`src/rtl/brent_kung_pipe_adder.sv`:
```
// -----------------------------------------------------------------------------
// brent_kung_pipe_adder
//
// Three-stage pipelined Brent-Kung parallel-prefix adder with valid/ready
// flow control.
//
//   Stage 1 register : per-bit generate/propagate (carry-in merged into bit 0)
//   Stage 2 register : result of the up-sweep (log2(WIDTH) levels)
//   Stage 3 register : down-sweep (log2(WIDTH)-1 levels) + sum XOR = outputs
//
// Optional feature macro: BKPA_SUB_EN adds the 'sub' port. With sub=1 the
// beat computes a - b (b inverted, carry-in forced to 1, cin ignored); s[WIDTH]
// is then the "no borrow" flag.
//
// Ports
//   clk        in   clock, rising-edge active
//   rst        in   asynchronous active-high reset
//   in_valid   in   operand beat present
//   in_ready   out  block accepts a beat this cycle
//   a, b       in   WIDTH-bit operands
//   cin        in   carry-in
//   sub        in   subtract select (only with BKPA_SUB_EN)
//   out_valid  out  result beat present
//   out_ready  in   downstream accepts the result
//   s          out  WIDTH+1-bit sum, s[WIDTH] is carry-out
//   ovf        out  two's-complement overflow of s[WIDTH-1:0]
//
// Handshake: a beat moves across an interface on a rising edge where
// valid && ready. The whole pipeline advances as one (adv = !out_valid ||
// out_ready); in_ready is adv, so an input beat is taken exactly when every
// stage shifts. While out_valid && !out_ready every stage holds its contents.
// -----------------------------------------------------------------------------
module brent_kung_pipe_adder #(
   parameter int WIDTH = 8
) (
   input  logic             clk,
   input  logic             rst,
   input  logic             in_valid,
   output logic             in_ready,
   input  logic [WIDTH-1:0] a,
   input  logic [WIDTH-1:0] b,
   input  logic             cin,
`ifdef BKPA_SUB_EN
   input  logic             sub,
`endif
   output logic             out_valid,
   input  logic             out_ready,
   output logic [WIDTH:0]   s,
   output logic             ovf
);

   localparam int LVL = $clog2(WIDTH);

   logic adv;
   assign adv      = !out_valid || out_ready;
   assign in_ready = adv;

   // ---------------- stage 1: operand conditioning and G/P ------------------
   logic [WIDTH-1:0] b_op;
   logic             c0;
`ifdef BKPA_SUB_EN
   assign b_op = sub ? ~b : b;
   assign c0   = sub | cin;     // subtract forces carry-in to 1
`else
   assign b_op = b;
   assign c0   = cin;
`endif

   logic [WIDTH-1:0] g_in, p_in;
   always_comb begin
      p_in = a ^ b_op;
      g_in = a & b_op;
      // Carry-in is the generate of bit -1; folding it into bit 0 makes every
      // prefix G[i:0] equal G[i:-1], so c[i+1] falls straight out of the tree.
      g_in[0] = (a[0] & b_op[0]) | (p_in[0] & c0);
   end

   logic             s1_v;
   logic [WIDTH-1:0] s1_g, s1_p;
   logic             s1_c0;

   always_ff @(posedge clk or posedge rst) begin
      if (rst) begin
         s1_v  <= 1'b0;
         s1_g  <= '0;
         s1_p  <= '0;
         s1_c0 <= 1'b0;
      end else if (adv) begin
         s1_v  <= in_valid;
         s1_g  <= g_in;
         s1_p  <= p_in;
         s1_c0 <= c0;
      end
   end

   // ---------------- stage 2: up-sweep --------------------------------------
   // Level l combines position i with i-2^(l-1) when (i+1) is a multiple of
   // 2^l. The source position is never itself updated in the same level, so
   // the in-place update is order independent.
   logic [WIDTH-1:0] up_g, up_p;
   always_comb begin
      up_g = s1_g;
      up_p = s1_p;
      for (int l = 1; l <= LVL; l++) begin
         for (int i = 0; i < WIDTH; i++) begin
            if (((i + 1) % (1 << l)) == 0) begin
               up_g[i] = up_g[i] | (up_p[i] & up_g[i - (1 << (l - 1))]);
               up_p[i] = up_p[i] & up_p[i - (1 << (l - 1))];
            end
         end
      end
   end

   logic             s2_v;
   logic [WIDTH-1:0] s2_g, s2_gp, s2_p;
   logic             s2_c0;

   always_ff @(posedge clk or posedge rst) begin
      if (rst) begin
         s2_v  <= 1'b0;
         s2_g  <= '0;
         s2_gp <= '0;
         s2_p  <= '0;
         s2_c0 <= 1'b0;
      end else if (adv) begin
         s2_v  <= s1_v;
         s2_g  <= up_g;
         s2_gp <= up_p;
         s2_p  <= s1_p;
         s2_c0 <= s1_c0;
      end
   end

   // ---------------- stage 3: down-sweep and sum ----------------------------
   // Level l fills position i (i >= 2^l, (i+1) mod 2^l == 2^(l-1)) from
   // i-2^(l-1), whose prefix already reaches bit 0, so only gray cells occur.
   logic [WIDTH-1:0] dn_g;
   logic [WIDTH:0]   carry;
   logic [WIDTH:0]   s_next;
   logic             ovf_next;
   always_comb begin
      dn_g = s2_g;
      for (int l = LVL - 1; l >= 1; l--) begin
         for (int i = 0; i < WIDTH; i++) begin
            if ((i >= (1 << l)) && (((i + 1) % (1 << l)) == (1 << (l - 1)))) begin
               dn_g[i] = dn_g[i] | (s2_gp[i] & dn_g[i - (1 << (l - 1))]);
            end
         end
      end
      carry    = {dn_g, s2_c0};
      s_next   = {carry[WIDTH], s2_p ^ carry[WIDTH-1:0]};
      ovf_next = carry[WIDTH] ^ carry[WIDTH-1];
   end

   always_ff @(posedge clk or posedge rst) begin
      if (rst) begin
         out_valid <= 1'b0;
         s         <= '0;
         ovf       <= 1'b0;
      end else if (adv) begin
         out_valid <= s2_v;
         s         <= s_next;
         ovf       <= ovf_next;
      end
   end

endmodule

```
`config.mk`:
```
export PLATFORM = sky130hd
export DESIGN_NAME = brent_kung_pipe_adder
export DESIGN_NICKNAME = d
export VERILOG_FILES = /design/src/rtl/brent_kung_pipe_adder.sv
export SDC_FILE = /design/constraint.sdc
export NUM_CORES = 1
export LEC_CHECK = 0
export ABC_AREA = 0
export ABC_CLOCK_PERIOD_IN_PS = 4000
export BUFFER_PORTS_ARGS = -buffer_cell sky130_fd_sc_hd__buf_2
export CAP_MARGIN = 30
export CORE_UTILIZATION = 59
export DETAILED_ROUTE_END_ITERATION = 6
export PLACE_DENSITY = 0.9
export SYNTH_ARGS = -nofsm -noshare
export SYNTH_HDL_FRONTEND = slang
export SYNTH_SLANG_ARGS = --single-unit
```
`constraint.sdc`:
```
create_clock -name clk -period 4 [get_ports clk]
set_clock_uncertainty 0.1 [all_clocks]
set_input_delay 0.2 -clock clk [delete_from_list [all_inputs] [get_ports clk]]
set_output_delay 0.2 -clock clk [all_outputs]
set_load 0.05 [all_outputs]
```
Word level (Yosys, flattened, before mapping). Index checks and enable logic that the tools add are counted.

Reductions and logical operators: 2. Bitwise operators: 35.

Operator list (number): $and A1 B1 Y1 (19); $xor A8 B8 Y8 (2); $or A1 B1 Y1 (12); $and A8 B8 Y8 (1); $logic_not A1 Y1 (1); $logic_or A1 B1 Y1 (1); $xor A1 B1 Y1 (1).

Output and inout port bits: 12. Logic and storage cells: 49. Input port bits: 21. Register bits after elaboration: 54.

Depth between registers and ports, before layout. Gate-level depths: netlist of the first run.

Word-level depth: 6. Depth in mapped cells: 5.

Worst setup path after synthesis of the first run. No wires, ideal clock.

Kind: register to register. Start point: reg out_valid. End point: reg s1_g[4]. Arrival: 1.284 ns. Period minus slack after synthesis: 1.500 ns. Slack: 2.500 ns. Data required time: 3.783 ns. Buffers on the path: 1. Setup time: 0.117 ns. Cell stages (with the launch flop): 6. Cells stage by stage: dfrtp_1 > nor2b_4 > inv_2 > buf_2 > nand2_1 > nand2_1.

Cells in the longest elaborated chain, start to end: 2.

Ends and longest elaborated chain: start, declared (line 46) `output logic out_valid,`; start signal, assigned (line 161) `out_valid <= s2_v;`; $logic_not A1 Y1 (line 55) `assign adv = !out_valid || out_ready;`; $logic_or A1 B1 Y1 (line 55); via in_ready (line 39) `output logic in_ready,`; end signal, assigned (line 90) `s1_g <= g_in;`; end, declared (line 79) `logic [WIDTH-1:0] s1_g, s1_p;`.

The timed path passes the listed nets, and every way through them passes these cells. A chain may end at the register's enable or synchronous reset.

Worst setup path after layout of the first run.
Start point: reg out_valid. End point: out in_ready.

Cells in the longest elaborated chain, start to end: 2.

Ends and longest elaborated chain (line): $logic_not A1 Y1 (55); $logic_or A1 B1 Y1 (55); end, declared (39).

Every way passes these cells.

==> results of run 1 <==
==> layer usage <==
metal  share of wire [%]  up-vias  wire length, um
li1                    -      775                -
met1                  46      729             1560
met2                  49       30             1640
met3                 3.5        5              120
met4                 2.0        0               68
met5                   0        -                0
==> repair_timing <==
action,in CTS,in global routing
hold endpoints to repair,17,0
buffers inserted,0,0
hold buffers,3,0
==> power groups by stage <==
| stage | Sequential (W) | Combinational [W] | Clock, W |
|---|---|---|---|
| 4_1_cts | 0.000758 | 0.000629 | 0.000288 |
| 3_3_place_gp | 0.000760 | 0.000601 | 0 |
| 6_report | 0.000755 | 0.000620 | 0.000278 |
| 3_5_place_dp | 0.000768 | 0.000627 | 0 |
| 2_1_floorplan | 0.000944 | 0.000323 | 0 |
| 5_1_grt | 0.000782 | 0.000692 | 0.000306 |
==> worst min-delay path: cells and delay by family <==
kind	cells	cell delay, ns
adder cells (fa/ha/maj)	1	0.11
AND/OR/NAND/NOR	2	0.10
buffers and inverters	1	0.08
==> sequential cells by signal, summed over array words and instances, names as in the netlist <==
register and cells:
s1_p 8, s1_g 8, s2_p 5, out_valid 1
s 9, ovf 1, s1_c0 1, s1_v 1
s2_c0 1, s2_gp 4, s2_v 1, s2_g 8
==> cell type report <==
cell class              instances  area [um2]
clock buffers                   6        41.3
clock inverters                 2        35.0
fillers                       290        1010
inverters                       2        7.51
multi-input cells             164         797
flip-flops and latches         48        1200
well taps                      46        57.6
repair buffers                 37         218
==> how the worst min path moves through the flow <==
| stage | from | end | slack [ns] | depth (start not counted) |
|---|---|---|---|---|
| finish | b[6] | s1_p[6] | 0.04 | 4 |
| global placement | in_valid | s1_v | 0.30 | 3 |
| global route | b[5] | s1_p[5] | 0.03 | 4 |
| detailed placement | rst | s2_g[4] | 0.09 | 2 |
| CTS | b[5] | s1_p[5] | 0.03 | 4 |
| floorplan | cin | s1_c0 | 0.21 | 2 |
==> cells in the mapped netlist <==
master and n:
o21a_1 1, xnor2_1 2, inv_1 1, nand2_1 114
ha_1 11, inv_2 1, nor2_1 9, a21oi_1 10
buf_6 4, nand3_1 1, o211a_1 1, dfrtp_1 48
nor2b_4 1, a21o_1 1, nand2b_1 1, xor2_1 4
buf_2 4, o22ai_1 1, o21ai_0 5, o21ai_1 1
and4_1 1, buf_4 2
==> cells by family (layout without fill, tap and decap cells) <==
kind of cell,after synthesis,count (layout),synth area share [%]
compound gates,20,20,5.34
xor+xnor,6,6,2.52
fa+ha+maj,11,11,6.60
buf+inv,12,47,4.20
flops,48,48,57.6
simple gates,127,127,23.8
==> through the flow <==
stage / std cells / utilization [%] / hold slack [ns]
after floorplan: 224 / - / 0.212
after global placement: 293 / 66.3 / 0.299
after detailed placement: 294 / 66.9 / 0.0903
after CTS: 305 / 70.1 / 0.0289
after global routing: 305 / 70.1 / 0.0328
final: 305 / 70.1 / 0.0398
==> results.cfg, run 1 <==
[floorplanning]
ioPinCount = 33
start_util_pct = 62.0
num_rows = 21
die-area_um2 = 3780
fp.dieW_um = 61.5
die_h_um = 61.5
core_area_um2 = 3360

[grt]
grtUsageMet3_pct = 5.67
top_usage_layer = met2
antenna_found_initial = 0
met1_usage_pct = 26.5
grt_max_degree = 52
overflow = 0
grt_pass1_wl_mm = 5.68
globalRouteTotalUtil_pct = 21.3
grt_pass1_vias = 1372
use_met2_pct = 35.1

[worst_setup_path]
r2r-start = out_valid
path_cells = nor2b_4, inv_2, buf_2
cp.arrival_ns = 1.86
crit_start = out_valid
worstSetupEndpoint = in_ready
worst-path-buf-inv = 2
cpLargestDelayFamily = buffers and inverters
reg2reg_to = s2_g[7]
crit_type = flip-flop to primary output
critPathLaunchType = flip-flop
ff2ff_setup_slack_ns = 2.37
path_max_fanout = 51
critical_path.max_stage_delay_ns = 0.56
cp.required_ns = 3.70
path_depth = 3
r2r_cells = 4
crit_slowest_cell = inv_2
end_kind = primary output

[timing]
slew_violations = 0
fmax_mhz = 464
rsz0062_at_grt = no
fin_crit_ns = 2.16
slew_headroom_pct = 48.3
worst_slack_ns = 1.84
worst_slew_pin_slew_ns = 0.774
setup_viol = 0
setup_tns_ns = 0
hold_violations = 0
finalCritPeriodShare_pct = 53.9

[final_layout]
diodes = 0
drive_above_1_share_pct = 17.0
mostFrequentLayoutCell = nand2_1
final_cell_mix = nand2_1 (114), dfrtp_1 (48), buf_2 (32), ha_1 (11), a21oi_1 (10)
post-route-cell-area_um2 = 2360
final_nets = 290
area_growth_pct = 13.0

[logic_synthesis]
ys_seq_elements = 48
yosysUniqueCellTypes = 22
yosysWarnings = 0
ys_seq_area_share_pct = 57.6
syn_area_per_cell_um2 = 9.31
synth_top_area_share_pct = 57.6
synth_fp_nets = 256
yosysTopAreaCell = dfrtp_1
netlist_instances = 224
yosys-top-cells-area = dfrtp_1 (58%), nand2_1 (21%), ha_1 (6.6%), a21oi_1 (2.4%), buf_6 (2.2%)
netlist_area_um2 = 2090

[outcome]
status = finished, final reports clean

[cts]
cts_sinks = 48
htree_levels = 2
clock-root-buffer = clkbuf_4
clk_latency_ns = 0.37
path_clk_slew_ns = 0.14
postCtsResizedCells = 0
clockBufferDepth = 2
cts_tree = built
numCtsBuffers = 5

[pwr]
p_switching_w = 0.000683
seqPwrFrac_pct = 45.7
p_int_w = 0.000971
ir_drop_uv = 498
cellLeakagePower_nw = 1.29
switching_share_pct = 41.3
power_density_nw_per_um2 = 701
fin_total_pwr_w = 0.00165
pwr-share-comb_pct = 37.5
p_clk_share_pct = 16.8

[drt]
drtPass1Iterations = 4
vias = 1539
antenna_left = 0
vias_per_cell = 5.05
drt_iter0_drc = 59
routed_wl_mm = 3.39
drt-wirelength-per-cell_um = 11.1
drc = 0

[placement]
port_buffers = 32
placed_area_um2 = 2250
dp_slack_ns = 2.26
gp_congestion = 0.743
hpwl_mm = 2.39

[job]
max_cap_viol_count = 0

[hold_path]
hold_class = primary input to flip-flop
No activity file was read; power rests on OpenSTA's default activity.
==> inputs of run 2 (changes only) <==
ABC_CLOCK_PERIOD_IN_PS = 1760   (was 4000)
CORE_UTILIZATION = 50   (was 59)
PLACE_DENSITY = 0.82   (was 0.9)
clock period = 1.76 ns   (was 4 ns; I/O delays follow)
==> run 2 against run 1 <==
Compared with the run above:
- the run now ends with design-rule violations, negative hold slack left
- die area is 17% higher
- sequential share of layout area fell by 1.5 points
- worst setup slack lost 1.7 ns
- clock-buffer cell count increased by 1
- via count decreased by 1.3%
- clock power up 140%
- total power up 130%
- combinational power grew 130%
- critical endpoint unchanged
- largest power group unchanged
==> results.cfg, run 2 (synthesized netlist as in run 1, its figures left out) <==
[outcome]
status = complete, but fails checks
violations = design-rule violations, negative hold slack

[placement]
dp_cells = 300
gp_congestion = 0.821
hpwl_mm = 2.42
port_buffers = 32

[cts]
clk_latency_ns = 0.30
clockBufferDepth = 2
cts_setup_buffers = 0
cts_sinks = 48
clock-root-buffer = clkbuf_8
path_clk_slew_ns = 0.09
numCtsBuffers = 5
cts_tree = built
htree_levels = 2

[final_layout]
largest_register = s
seq_area_um2 = 1200
finalNonFillerCells = 313
area_growth_pct = 16.4
mostFrequentLayoutCell = nand2_1
n_fill_cell = 344
final_cell_mix = nand2_1 (114), dfrtp_1 (48), buf_2 (32), ha_1 (11), a21oi_1 (10)
largest_reg_flops = 9
multi_input_area_um2 = 797
final_nets = 294
drive_above_1_share_pct = 17.5
diodes = 0

[timing]
fmax_mhz = 601
worst_slew_pin_slew_ns = 0.536
slew_violations = 0
slew_headroom_pct = 64.2
setup_tns_ns = 0
fin_crit_ns = 1.66
rsz0062_at_grt = no
hold_violations = 1
fin_hold_ws_ns = -0.0000840
finalCritPeriodShare_pct = 94.6
setup_viol = 0

[worst_setup_path]
end_kind = primary output
ff2ff_setup_slack_ns = 0.31
cp.arrival_ns = 1.48
critPathLaunchType = flip-flop
cp.required_ns = 1.57
path_max_fanout = 25
crit_type = flip-flop to primary output
r2r_cells = 5

[grt]
grt_pass1_vias = 1419
antenna_found_initial = 0
globalRouteTotalUtil_pct = 18.8
overflow = 0
grt_max_degree = 47
grt_pass1_wl_mm = 6.14

[floorplanning]
die-area_um2 = 4430
fp.dieW_um = 66.6
die_h_um = 66.6
num_rows = 23
ioPinCount = 33
core_area_um2 = 4000
start_util_pct = 52.1

[drt]
drt_iter0_drc = 70
vias_per_cell = 4.85
antenna_left = 0
drt-wirelength-per-cell_um = 11.2
routed_wl_mm = 3.49
drtPass1Iterations = 6
drc = 2
vias = 1519

[job]
max_cap_viol_count = 0

[hold_path]
whs_path_depth = 4
hold_class = primary input to flip-flop

[pwr]
cellLeakagePower_nw = 1.31
fin_total_pwr_w = 0.00385
ir_drop_uv = 1130
power_density_nw_per_um2 = 1580
[run 2: critical path: stages, from the launching register on]
cell,delay [ns]
dfrtp_1,0.39
nor2b_4,0.13
inv_2,0.31
buf_2,0.35
[run 2: power breakdown]
group | leakage (nW) | total (W) | switching [W] | internal, W
Sequential | 0.588 | 0.00173 | 0.000240 | 0.00149
Clock | 0.0445 | 0.000673 | 0.000354 | 0.000319
Combinational | 0.678 | 0.00145 | 0.000989 | 0.000459
[run 2: timing repair]
| item | CTS | global route |
|---|---|---|
| resized for setup | 0 | 0 |
| hold endpoints to repair | 28 | 0 |
| hold buffers | 5 | 0 |
| setup endpoints to repair | 0 | 0 |
[run 2: worst paths after layout]
path / startpoint / end
min: b[6] / s1_p[6]
max reg2reg: s2_g[3] / s[7]
min reg2reg: s[2] / s[2]
max: out_valid / in_ready
min in group asynchronous: rst / s1_g[5]
max in group asynchronous: rst / s1_g[3]
[run 2: per-stage QoR]
stage	hold slack, ns	setup WS, ns	cell area [um2]	util, %
5_1_grt	0.0176	0.0115	2430	60.7
4_1_cts	0.00318	0.0965	2430	60.7
3_3_place_gp	0.0605	0.370	2280	57.1
6_report	-0.0000840	0.0951	2430	60.7
3_5_place_dp	0.0685	0.327	2280	57.1
2_1_floorplan	0.100	0.260	2090	-
[run 2: final cells by class]
cell class / count / share of cell area [%]
Sequential cell: 48 / 49.5
Multi-Input combinational cell: 164 / 32.8
Timing Repair Buffer: 41 / 10.9
Clock buffer: 7 / 3.56
Tap cell: 50 / 2.58
Clock inverter: 1 / 0.309
Inverter: 2 / 0.309
[run 2: metal layers]
metal | track usage [%] | wire length [um] | share of wire [%]
met1 | 24.6 | 1610 | 46
met2 | 30.1 | 1770 | 51
met3 | 4.62 | 117 | 3.3
met4 | 7.18 | 0 | 0
met5 | 0 | 0 | 0
==> inputs of run 3 (changes only) <==
RECOVER_POWER = 50   (was not set)
==> run 3 against run 2 <==
Compared with the run above:
- worst setup slack got worse by 0.0089 ns
- largest cell class unchanged
- the flow still finishes with violations (design-rule violations, negative hold slack)
- critical path type unchanged
- hold slack got worse by 0.0022 ns
- via count increased by 0.26%
- die area unchanged
- global-route usage unchanged
- sequential share of layout area increased by 0.15 points
- total power decreased by 0.41%
- routed wire length about the same
- largest power group unchanged
- final cell count unchanged
- clock power about the same
==> results.cfg, run 3 (synthesized netlist as in run 1, its figures left out) <==
[drt]
drt-wirelength-per-cell_um = 11.2
vias = 1523
drtPass1Iterations = 6
routed_wl_mm = 3.50
drc = 2
vias_per_cell = 4.87
antenna_left = 0
drt_iter0_drc = 70

[floorplanning]
start_util_pct = 52.1
die-area_um2 = 4430
fp.dieW_um = 66.6
die_h_um = 66.6
core_area_um2 = 4000
ioPinCount = 33
num_rows = 23

[timing]
fin_crit_ns = 1.67
slew_headroom_pct = 35.4
worst_slew_pin_slew_ns = 0.968
setup_tns_ns = 0
fmax_mhz = 597
slew_violations = 0
fin_hold_ws_ns = -0.00228
hold_violations = 1
rsz0062_at_grt = no
finalCritPeriodShare_pct = 95.1
setup_viol = 0

[worst_setup_path]
cp.arrival_ns = 1.49
end_kind = primary output
critPathLaunchType = flip-flop
crit_type = flip-flop to primary output
crit_slowest_cell = dfrtp_1
path_cells = nor2b_4, inv_2, buf_2
worst-path-buf-inv = 2
cpLargestDelayFamily = buffers and inverters
critical_path.max_stage_delay_ns = 0.39
path_max_fanout = 25
cp.required_ns = 1.57

[final_layout]
final_util_pct = 60.5
final_cell_mix = nand2_1 (114), dfrtp_1 (48), buf_2 (26), ha_1 (11), a21oi_1 (10)
n_fill_cell = 346
post-route-cell-area_um2 = 2420
final_nets = 294
finalNonFillerCells = 313
drive_above_1_share_pct = 14.8
diodes = 0
mostFrequentLayoutCell = nand2_1
area_growth_pct = 16.0
largest_register = s
largest_reg_flops = 9

[job]
max_cap_viol_count = 0

[grt]
antenna_found_initial = 0
overflow = 0
grt_max_degree = 47
grt_pass1_wl_mm = 6.14
globalRouteTotalUtil_pct = 18.8
grt_pass1_vias = 1419

[cts]
clock-root-buffer = clkbuf_8
cts_setup_buffers = 0
cts_sinks = 48
cts_tree = built
numCtsBuffers = 5
clk_latency_ns = 0.30
path_clk_slew_ns = 0.09
clockBufferDepth = 2
htree_levels = 2

[pwr]
seqPwrFrac_pct = 45.1
p_int_w = 0.00224
switching_share_pct = 41.4
pwr-share-comb_pct = 37.3
power_density_nw_per_um2 = 1580
p_switching_w = 0.00159
cellLeakagePower_nw = 1.29
ir_drop_uv = 1140
p_clk_share_pct = 17.6

[outcome]
status = complete, but fails checks
violations = design-rule violations, negative hold slack

[placement]
dp_cells = 300
gp_congestion = 0.821
port_buffers = 32
placed_area_um2 = 2280
hpwl_mm = 2.42

[hold_path]
hold_class = primary input to flip-flop
-- run 3: layout make-up --
| type | instances | area (um2) | area share (%) |
|---|---|---|---|
| clock buffers | 7 | 86.3 | 3.57 |
| repair buffers | 41 | 258 | 10.7 |
| flip-flops and latches | 48 | 1200 | 49.6 |
| clock inverters | 1 | 7.51 | 0.310 |
| well taps | 50 | 62.6 | 2.59 |
| inverters | 2 | 7.51 | 0.310 |
| multi-input cells | 164 | 797 | 32.9 |
-- run 3: tightest hold or removal path: stages --
cell and delay, ns:
buf_2 0.08, ha_1 0.11, nand2_1 0.04, nand2_1 0.06
-- run 3: final timing paths --
path / start / cells past startpoint / to / slack, ns
setup / recovery: out_valid / 3 / in_ready / 0.09
hold / removal: b[6] / 4 / s1_p[6] / -0.002
setup reg to reg: s2_g[3] / 5 / s[7] / 0.31
hold reg to reg: s[2] / 2 / s[2] / 0.37
max in group asynchronous: rst / 4 / s1_g[3] / 0.47
min in group asynchronous: rst / 3 / s1_g[5] / 0.45
-- run 3: repair_timing --
| item | CTS | global route |
|---|---|---|
| hold buffers | 5 | 0 |
| hold endpoints to repair | 28 | 0 |
| resized for setup | 0 | 0 |
-- run 3: layer usage --
metal	share of wire (%)	wire, um	vias up	track usage [%]
li1	-	-	777	-
met1	47	1630	711	24.6
met2	49	1710	31	30.1
met3	3.7	129	4	4.62
met4	0.77	27	0	7.18
met5	0	0	-	0
-- run 3: power groups by stage --
stage | combinational, W | clock [W] | sequential [W]
floorplan | 0.000734 | 0 | 0.00215
global placement | 0.00142 | 0 | 0.00174
detailed placement | 0.00145 | 0 | 0.00175
CTS | 0.00147 | 0.000686 | 0.00173
global route | 0.00160 | 0.000733 | 0.00179
finish | 0.00143 | 0.000675 | 0.00173
-- run 3: per-stage QoR --
step / power [W] / setup slack (ns) / hold WS (ns)
3_3_place_gp: 0.00315 / 0.370 / 0.0605
5_1_grt: 0.00413 / 0.0115 / 0.0176
6_report: 0.00383 / 0.0862 / -0.00228
4_1_cts: 0.00389 / 0.0965 / 0.00318
3_5_place_dp: 0.00321 / 0.327 / 0.0685
2_1_floorplan: 0.00288 / 0.260 / 0.100
